===== src/rtl/crossbar_pkg.sv =====
// Shared definitions for the crossbar port protocol and target responders.
package crossbar_pkg;

    localparam int ADDR_W = 32;
    localparam int DATA_W = 32;

    localparam logic CMD_READ  = 1'b0;
    localparam logic CMD_WRITE = 1'b1;

    typedef enum logic [1:0] {
        IDLE = 2'd0,
        WAIT = 2'd1,
        ACK  = 2'd2,
        HOLD = 2'd3
    } resp_state_t;

endpackage


===== src/rtl/crossbar_target_regfile.sv =====
// DEPTH x DATA_W word array: one synchronous write port, one registered read port.
module crossbar_target_regfile
    import crossbar_pkg::*;
#(
    parameter int DEPTH = 16,
    parameter int IDX_W = $clog2(DEPTH)
) (
    input  logic              clk,
    input  logic              reset,
    input  logic [IDX_W-1:0]  idx,
    input  logic              we,
    input  logic [DATA_W-1:0] wdata,
    input  logic              re,
    output logic [DATA_W-1:0] rdata
);

    logic [DATA_W-1:0] mem [DEPTH];

    // Array contents are deliberately not reset; software/bench initialises them.
    always_ff @(posedge clk) begin
        if (we) begin
            mem[idx] <= wdata;
        end
    end

    // Read data is captured on the read strobe and then held until the next read.
    always_ff @(posedge clk) begin
        if (reset) begin
            rdata <= '0;
        end else if (re) begin
            rdata <= mem[idx];
        end
    end

endmodule


===== src/rtl/crossbar_target_responder.sv =====
// Slave endpoint of one crossbar output column, backed by a word register array.
//
// state | meaning
// ------+---------------------------------------------------------------
// IDLE  | waiting for req; captures addr/cmd/wdata and decodes on req=1
// WAIT  | wait-state countdown from WAIT_CYCLES-1 to 0, inputs ignored
// ACK   | single-cycle ack; array write or read strobe, or error response
// HOLD  | rdata held stable until initiator drops req
module crossbar_target_responder
    import crossbar_pkg::*;
#(
    parameter logic [ADDR_W-1:0] ADDR_BASE   = 32'h0000_0000,
    parameter int                DEPTH       = 16,
    parameter int                WAIT_CYCLES = 2,
    parameter logic [DATA_W-1:0] ERR_RDATA   = 32'hDEAD_BEEF
) (
    input  logic              clk,
    input  logic              reset,
    input  logic              req,
    input  logic [ADDR_W-1:0] addr,
    input  logic              cmd,
    input  logic [DATA_W-1:0] wdata,
    output logic              ack,
    output logic [DATA_W-1:0] rdata,
    output logic              busy,
    output logic              err
);

    localparam int           IDX_W     = $clog2(DEPTH);
    localparam logic [ADDR_W:0] WIN_BYTES = (ADDR_W+1)'(4 * DEPTH);
    localparam logic [3:0]   WAIT_LOAD = (WAIT_CYCLES > 0) ? 4'(WAIT_CYCLES - 1) : 4'd0;

    resp_state_t       state;
    logic [3:0]        wait_cnt;
    logic              cmd_q;
    logic [DATA_W-1:0] wdata_q;
    logic              hit_q;
    logic [IDX_W-1:0]  idx_q;
    logic [DATA_W-1:0] rdata_q;
    logic              rd_sel;

    logic [ADDR_W:0]   offset;
    logic              dec_hit;
    logic [IDX_W-1:0]  dec_idx;

    logic              rf_we;
    logic              rf_re;
    logic [DATA_W-1:0] rf_rdata;

    // Window decode on the live address; one extra bit keeps base+size from wrapping.
    always_comb begin
        offset  = {1'b0, addr} - {1'b0, ADDR_BASE};
        dec_hit = (addr >= ADDR_BASE) && (offset < WIN_BYTES) && (addr[1:0] == 2'b00);
        dec_idx = offset[IDX_W+1:2];
    end

    // Main sequencer: capture, wait-state countdown, ack and hold handshake.
    always_ff @(posedge clk) begin
        if (reset) begin
            state    <= IDLE;
            wait_cnt <= '0;
            cmd_q    <= CMD_READ;
            wdata_q  <= '0;
            hit_q    <= 1'b0;
            idx_q    <= '0;
            rdata_q  <= '0;
            rd_sel   <= 1'b0;
            err      <= 1'b0;
        end else begin
            case (state)
                IDLE: begin
                    if (req) begin
                        cmd_q    <= cmd;
                        wdata_q  <= wdata;
                        hit_q    <= dec_hit;
                        idx_q    <= dec_idx;
                        wait_cnt <= WAIT_LOAD;
                        state    <= (WAIT_CYCLES > 0) ? WAIT : ACK;
                    end
                end
                WAIT: begin
                    if (wait_cnt == 4'd0) begin
                        state <= ACK;
                    end else begin
                        wait_cnt <= wait_cnt - 4'd1;
                    end
                end
                ACK: begin
                    state <= HOLD;
                    if (!hit_q) begin
                        rdata_q <= ERR_RDATA;
                        err     <= 1'b1;
                    end else if (cmd_q == CMD_READ) begin
                        rd_sel <= 1'b1;
                    end
                end
                HOLD: begin
                    if (!req) begin
                        state   <= IDLE;
                        rdata_q <= '0;
                        rd_sel  <= 1'b0;
                    end
                end
                default: begin
                    state    <= IDLE;
                    wait_cnt <= '0;
                    rdata_q  <= '0;
                    rd_sel   <= 1'b0;
                end
            endcase
        end
    end

    // Array strobes fire only in ACK; reset in that same cycle suppresses the write.
    always_comb begin
        rf_we = (state == ACK) && hit_q && (cmd_q == CMD_WRITE) && !reset;
        rf_re = (state == ACK) && hit_q && (cmd_q == CMD_READ);
    end

    crossbar_target_regfile #(
        .DEPTH (DEPTH),
        .IDX_W (IDX_W)
    ) u_regfile (
        .clk   (clk),
        .reset (reset),
        .idx   (idx_q),
        .we    (rf_we),
        .wdata (wdata_q),
        .re    (rf_re),
        .rdata (rf_rdata)
    );

    // Read hits present the array's registered output; everything else uses rdata_q.
    always_comb begin
        rdata = rd_sel ? rf_rdata : rdata_q;
        ack   = (state == ACK);
        busy  = (state == WAIT) || (state == ACK) || (state == HOLD);
    end

endmodule


===== config.mk =====
export PLATFORM = sky130hd
export DESIGN_NAME = crossbar_target_responder
export DESIGN_NICKNAME = d
export VERILOG_FILES = /design/src/rtl/crossbar_pkg.sv /design/src/rtl/crossbar_target_regfile.sv /design/src/rtl/crossbar_target_responder.sv
export SDC_FILE = /design/constraint.sdc
export NUM_CORES = 1
export LEC_CHECK = 0
export ABC_AREA = 1
export CAP_MARGIN = 20
export CORE_UTILIZATION = 52
export DETAILED_ROUTE_END_ITERATION = 10
export HOLD_SLACK_MARGIN = 0.08
export PLACE_DENSITY = 0.67
export SYNTH_ARGS = -nofsm -noshare
export SYNTH_HDL_FRONTEND = slang
export SYNTH_SLANG_ARGS = --single-unit
export TNS_END_PERCENT = 10

===== constraint.sdc =====
create_clock -name clk -period 3.77 [get_ports clk]
set_input_delay 1.131 -clock clk [delete_from_list [all_inputs] [get_ports clk]]
set_output_delay 1.131 -clock clk [all_outputs]
set_load 0.05 [all_outputs]

==> flow_metrics.tcl, run 1 <==
set metrics [dict create \
    drv_slew 0 \
    multi_input_area_sq_mm 0.00654 \
    p_leak_nw 10.9 \
    final_antenna_net_count 0 \
    drt-pass1-iter-count 5 \
    maxSlewHeadroom_pct 28.3 \
    ir_worst_vdd_mv 0.496 \
    final_nets 2478 \
    cts_resized 0 \
    grt_antenna_before_repair 0 \
    final_util_pct 60.9 \
    worst_hold_path_type "reg2reg" \
    hold_viol_final 0 \
    cts_tree "built" \
    grt_max_degree 153 \
    drv_cap 0 \
    final_layout_size_suffix_gt1_share_pct 7.49 \
    antenna_cells 0 \
    critical_path_required_ns 2.64 \
    power_mw 18.1 \
    dp_hpwl_mm 34.7 \
    clock-sinks 591 \
    period_minus_slack_ns 3.40 \
    finalWirelength_mm 60.6 \
    status "completed" \
    cp_max_fo 4 \
    port_buffers 102 \
    register_area_sq_mm 0.0170 \
    regToRegSetupSlack_ns 1.13 \
    num_rows 78 \
    worst_pin_slew_ns 1.08 \
    coreArea_sq_mm 0.0457 \
    gr-total-overflow 0 \
    drt-initial-drc-count 1473 \
    tns_ns 0 \
    cts_hold_buf 0 \
    rsz0062_at_grt "false" \
    ff2ff_path_depth 7 \
    postSynthAreaPerCell_sq_um 10.4 \
    die_area_sq_mm 0.0474 \
    max_freq_ghz 0.294 \
    whs_endpoint "rdata_q[30]$_SDFFE_PP0P_" \
    min_period_over_period_pct 90.2 \
    setup_viol 0 \
    path_clk_slew_ns 0.06 \
    vias 16600 \
    fin_skew_ns 0.0194 \
    start_util_pct 53.0 \
    netlist_area_sq_mm 0.0242 \
    first_global_vias 16200 \
    hold_start "rdata_q[30]$_SDFFE_PP0P_" \
    cp.arrival_ns 2.27 \
    die_h_um 218 \
    gp_congestion 0.814 \
    cp-start-kind "register" \
    r2r_end "u_regfile.mem[3][3]$_DFFE_PP_" \
    clock_path_buffers 3 \
    drc_errors 0 \
    synth_fp_nets 2399 \
    criticalPathCategory "reg2out" \
    worst_setup_path_end_kind "output port" \
    r2r-start "state[0]$_SDFFE_PP0P_" \
    cts_setup_buffers 0 \
    synth_top_area_share_pct 63.5 \
    synthCells 2326 \
    io-pin-count 103 \
    htreeDepth 2 \
    synth_seq_cells 591 \
    avgViaCountPerCell 5.44 \
    die_width_um 218 \
    seq_area_frac_synth_pct 70.1 \
    yosys_warnings 0 \
    grt_pass1_wl_mm 93.2 \
    hold_depth 2 \
    wire_per_inst_um 19.8 \
    cts_made_buffers 58 \
    p_per_area_mw_per_mm2 651 \
    root_buffer "clkbuf_16" \
    nFillCells 3668 \
    clock_latency_ns 0.62 \
    synth_top_area_cell "edfxtp_1" \
    syn2layout_area_growth_pct 14.9 \
    startpoint "state[0]$_SDFFE_PP0P_" \
    ys_types 26 \
    synth_area_leaders "edfxtp_1 (64%), nand2_1 (17%), dfxtp_1 (6.5%), nand3_1 (3.5%), nor2_1 (2.6%)" \
    grt_usage_pct 26.1 \
]
[power breakdown]
part	internal (mW)	switching (mW)
Combinational	1.08	2.80
Clock	3.44	2.40
Sequential	7.68	0.686
Total	12.2	5.89
[worst max path at each step]
| stage | endpoint | slack, ns | cells after the start |
|---|---|---|---|
| 2_1_floorplan | u_regfile.mem[0][0]$_DFFE_PP_ | 0.42 | 5 |
| 3_5_place_dp | u_regfile.mem[3][23]$_DFFE_PP_ | 0.34 | 7 |
| 5_1_grt | busy | 0.25 | 4 |
| 6_report | busy | 0.37 | 4 |
| 3_3_place_gp | u_regfile.mem[13][16]$_DFFE_PP_ | 0.33 | 7 |
| 4_1_cts | busy | 0.32 | 4 |
[cell families after synthesis]
group | count (synthesis) | synth area share (%)
AO/OA/AOI/OAI | 86 | 1.81
flip-flops | 591 | 70.1
adder cells (fa/ha/maj) | 5 | 0.259
buffers and inverters | 163 | 3.52
AND/OR/NAND/NOR | 1480 | 24.3
XOR/XNOR | 1 | 0.0362
[stage by stage]
stage / hold slack [ns] / setup WS (ns) / instance area, sq um / cells
after floorplan: 0.433 / 0.416 / 24200 / 2326
after global placement: 0.452 / 0.325 / 25900 / 2945
after detailed placement: 0.463 / 0.343 / 25900 / 2945
after CTS: 0.471 / 0.318 / 27800 / 3055
after global routing: 0.492 / 0.251 / 27800 / 3055
final: 0.469 / 0.368 / 27800 / 3055
[synthesized netlist by cell type]
library cell	instances
a211oi_1	1
a21oi_1	9
buf_1	7
buf_2	55
buf_4	11
buf_6	15
buf_8	1
clkbuf_1	42
dfxtp_1	79
edfxtp_1	512
ha_1	5
inv_1	30
inv_4	2
nand2_1	1100
nand3_1	171
nand3b_1	3
nand4_1	34
nor2_1	166
nor2_4	1
nor3_1	3
nor4_1	2
o21a_1	1
o21ai_0	68
o21ai_1	6
o31ai_1	1
xor2_1	1
[worst max-delay path, cell delays in order (launching register included)]
cell and delay, ns:
dfxtp_1 0.37, inv_1 0.09, ha_1 0.26, inv_1 0.11, clkdlybuf4s50_1 0.84
[per-layer routing]
| layer | global-route usage [%] | share of wire (%) | vias to the layer above |
|---|---|---|---|
| met5 | 0 | 0 | - |
| met4 | 12.5 | 4.3 | 0 |
| met3 | 3.70 | 7.0 | 119 |
| met2 | 43.4 | 49 | 599 |
| met1 | 33.8 | 40 | 7985 |
| li1 | - | - | 7923 |
[state kept, by name, indices dropped and copies added, names as in the netlist]
signal / cells
u_regfile.rdata: 32
u_regfile.mem: 512
cmd_q: 1
wdata_q: 32
err: 1
state: 2
wait_cnt: 4
rd_sel: 1
hit_q: 1
idx_q: 4
rdata_q: 1
[cell type report]
| type | instances | share of cell area, % |
|---|---|---|
| Sequential cell | 591 | 61.0 |
| Tap cell | 600 | 2.70 |
| Clock inverter | 22 | 0.900 |
| Clock buffer | 88 | 6.10 |
| Inverter | 32 | 0.459 |
| Timing Repair Buffer | 150 | 5.29 |
| Multi-Input combinational cell | 1572 | 23.5 |
[layout by cell type, fill, tap and decap left out, types with 2 or more instances in the layout]
cell type        instances
nand2_1               1099
edfxtp_1               512
nand3_1                171
nor2_1                 147
clkdlybuf4s50_1         78
dfxtp_1                 76
o21ai_0                 68
clkbuf_16               60
buf_4                   60
nand4_1                 34
inv_1                   29
nor2_4                  20
clkbuf_1                19
buf_12                  12
a21oi_1                  9
clkbuf_8                 9
clkinv_2                 9
o21ai_1                  6
clkinv_1                 6
ha_1                     5
bufinv_16                5
nand3b_1                 3
nor3_1                   3
nor4_1                   2
clkinv_8                 2
dfxtp_4                  2
(Power assumes the default switching activity.)
==> inputs of run 2 (changes only) <==
CTS_BUF_LIST = sky130_fd_sc_hd__clkbuf_16   (was default)
==> run 2 against run 1 <==
Compared with the run above:
- clock-buffer cell count fell by 28
- critical path depth did not move
- sequential share of layout area rose by 0.20 points
- maximum frequency fell by 0.47%
- via count fell by 0.61%
- global-route usage barely moved
- combinational power barely moved
- die area did not move
- cell count did not move
- final area fell by 0.32%
- total power fell by 1.3%
- hold slack got worse by 0.0017 ns
- critical path type unchanged
==> flow_metrics.tcl, run 2 (same netlist as run 1, synthesis figures left out) <==
set metrics [dict create \
    status "completed" \
    clock_latency_ns 0.62 \
    grt_max_degree 153 \
    top_register "u_regfile.mem" \
    grt_usage_pct 26.1 \
    cp.arrival_ns 2.29 \
    grt_antenna_before_repair 0 \
    wire_per_inst_um 19.8 \
    antenna_cells 0 \
    top_usage_layer "met2" \
    path_clk_slew_ns 0.06 \
    io-pin-count 103 \
    worst_setup_path_end_kind "output port" \
    startpoint "state[0]$_SDFFE_PP0P_" \
    worst_pin_slew_ns 1.07 \
    regToRegSetupSlack_ns 1.14 \
    die_width_um 218 \
    cts_tree "built" \
    final_util_pct 60.7 \
    gr-total-overflow 0 \
    maxSlewHeadroom_pct 28.9 \
    dp_cells 2945 \
    setup_viol 0 \
    reg.largest.list "u_regfile.mem: 512 flops, u_regfile.rdata: 32 flops, wdata_q: 32 flops" \
    fin_cells 3055 \
    htreeDepth 2 \
    criticalPathCategory "reg2out" \
    fin_skew_ns 0.0208 \
    pwr-share-comb_pct 21.8 \
    grt_pass1_wl_mm 93.2 \
    root_buffer "clkbuf_16" \
    seq_power_share_pct 46.8 \
    cts_resized 0 \
    final_cell_mix "nand2_1 (1099), edfxtp_1 (512), nand3_1 (171)" \
    largest_reg_flops 512 \
    worstPathCellList "inv_1 -> ha_1 -> inv_1 -> clkdlybuf4s50_1" \
    ir_worst_vdd_mv 0.495 \
    cts_made_buffers 58 \
    rsz0062_at_grt "false" \
    drv_cap 0 \
    ff2ff_path_depth 7 \
    swShare_pct 33.0 \
    drt-pass1-iter-count 5 \
    num_rows 78 \
    r2r-start "state[0]$_SDFFE_PP0P_" \
    hold-worst-slack_ns 0.467 \
    p_clk_share_pct 31.4 \
    p_sw_mw 5.89 \
    drt-initial-drc-count 1489 \
    critPathSlowestCell "clkdlybuf4s50_1" \
    die_area_sq_mm 0.0474 \
    tns_ns 0 \
    clock-sinks 591 \
    avgViaCountPerCell 5.41 \
    met3_usage_pct 3.70 \
    final_antenna_net_count 0 \
    cts_hold_buf 0 \
    gp_congestion 0.814 \
    slowest_delay_ns 0.86 \
    critical_path_required_ns 2.64 \
    drc_errors 0 \
    drv_slew 0 \
    cp-start-kind "register" \
    clock_path_buffers 3 \
    finalWirelength_mm 60.6 \
    p_leak_nw 10.9 \
    syn2layout_area_growth_pct 14.5 \
    p_int_mw 12.0 \
    crit_end "busy" \
    first_global_vias 16200 \
    place_ws_ns 0.343 \
    final.setup.worst_slack_ns 0.352 \
    r2r_end "u_regfile.mem[13][6]$_DFFE_PP_" \
    final_layout_size_suffix_gt1_share_pct 7.13 \
    max_freq_ghz 0.293 \
    final_nets 2478 \
    layout.cells.most_common "nand2_1" \
    die_h_um 218 \
    vias 16500 \
    crit_top_cell "inv_1" \
    hold_viol_final 0 \
    dp_hpwl_mm 34.7 \
    coreArea_sq_mm 0.0457 \
    period_minus_slack_ns 3.42 \
    cts_setup_buffers 0 \
    grt.met2_usage_pct 43.5 \
    cp_max_fo 4 \
    min_period_over_period_pct 90.7 \
    grtUsageMet1_pct 33.7 \
    port_buffers 102 \
    worst_hold_path_type "reg2reg" \
    start_util_pct 53.0 \
    p_per_area_mw_per_mm2 644 \
]
-- run 2: cell types whose count changed in the layout (fill, tap and decap cells not counted), sizes merged --
cell    previous run  this run
clkbuf            88        60
clkinv            17        26
inv               32        51
-- run 2: metrics by stage --
step	instance area [sq um]	power (mW)
6_report	27700	17.9
5_1_grt	27700	18.6
4_1_cts	27700	18.0
3_5_place_dp	25900	12.4
3_3_place_gp	25900	12.3
2_1_floorplan	24200	10.9
-- run 2: final cells by class --
class,instances,area (sq um)
timing repair buffer,150,1470
inverter,32,128
clock buffer,60,1500
sequential,591,17000
multi-input combinational,1572,6540
tap,600,751
fill,3678,18000
clock inverter,50,355
-- run 2: critical path, delay by kind of cell (launching register included) --
kind	cells	cell delay [ns]
buf+inv	3	1.06
flops	1	0.37
fa+ha+maj	1	0.26
-- run 2: how the worst min path moves through the flow --
stage	cells after the start	end	start	slack, ns
finish	2	rdata_q[30]$_SDFFE_PP0P_	rdata_q[30]$_SDFFE_PP0P_	0.47
global route	2	rdata_q[30]$_SDFFE_PP0P_	rdata_q[30]$_SDFFE_PP0P_	0.49
CTS	2	rdata_q[30]$_SDFFE_PP0P_	rdata_q[30]$_SDFFE_PP0P_	0.47
detailed placement	2	rdata_q[30]$_SDFFE_PP0P_	rdata_q[30]$_SDFFE_PP0P_	0.46
global placement	2	rdata_q[30]$_SDFFE_PP0P_	rdata_q[30]$_SDFFE_PP0P_	0.45
floorplan	2	rdata_q[30]$_SDFFE_PP0P_	rdata_q[30]$_SDFFE_PP0P_	0.43
-- run 2: layer usage --
metal | part of all wire, % | wire [um] | vias to the layer above
li1 | - | - | 7925
met1 | 40 | 24400 | 7883
met2 | 49 | 29400 | 597
met3 | 6.9 | 4160 | 119
met4 | 4.3 | 2630 | 0
met5 | 0 | 0 | -
-- run 2: power by group through the flow --
stage	clock network (mW)	logic, mW	registers [mW]
3_5_place_dp	0	3.90	8.50
2_1_floorplan	0	2.82	8.09
6_report	5.61	3.89	8.36
3_3_place_gp	0	3.83	8.47
4_1_cts	5.67	3.91	8.36
5_1_grt	5.93	4.30	8.41
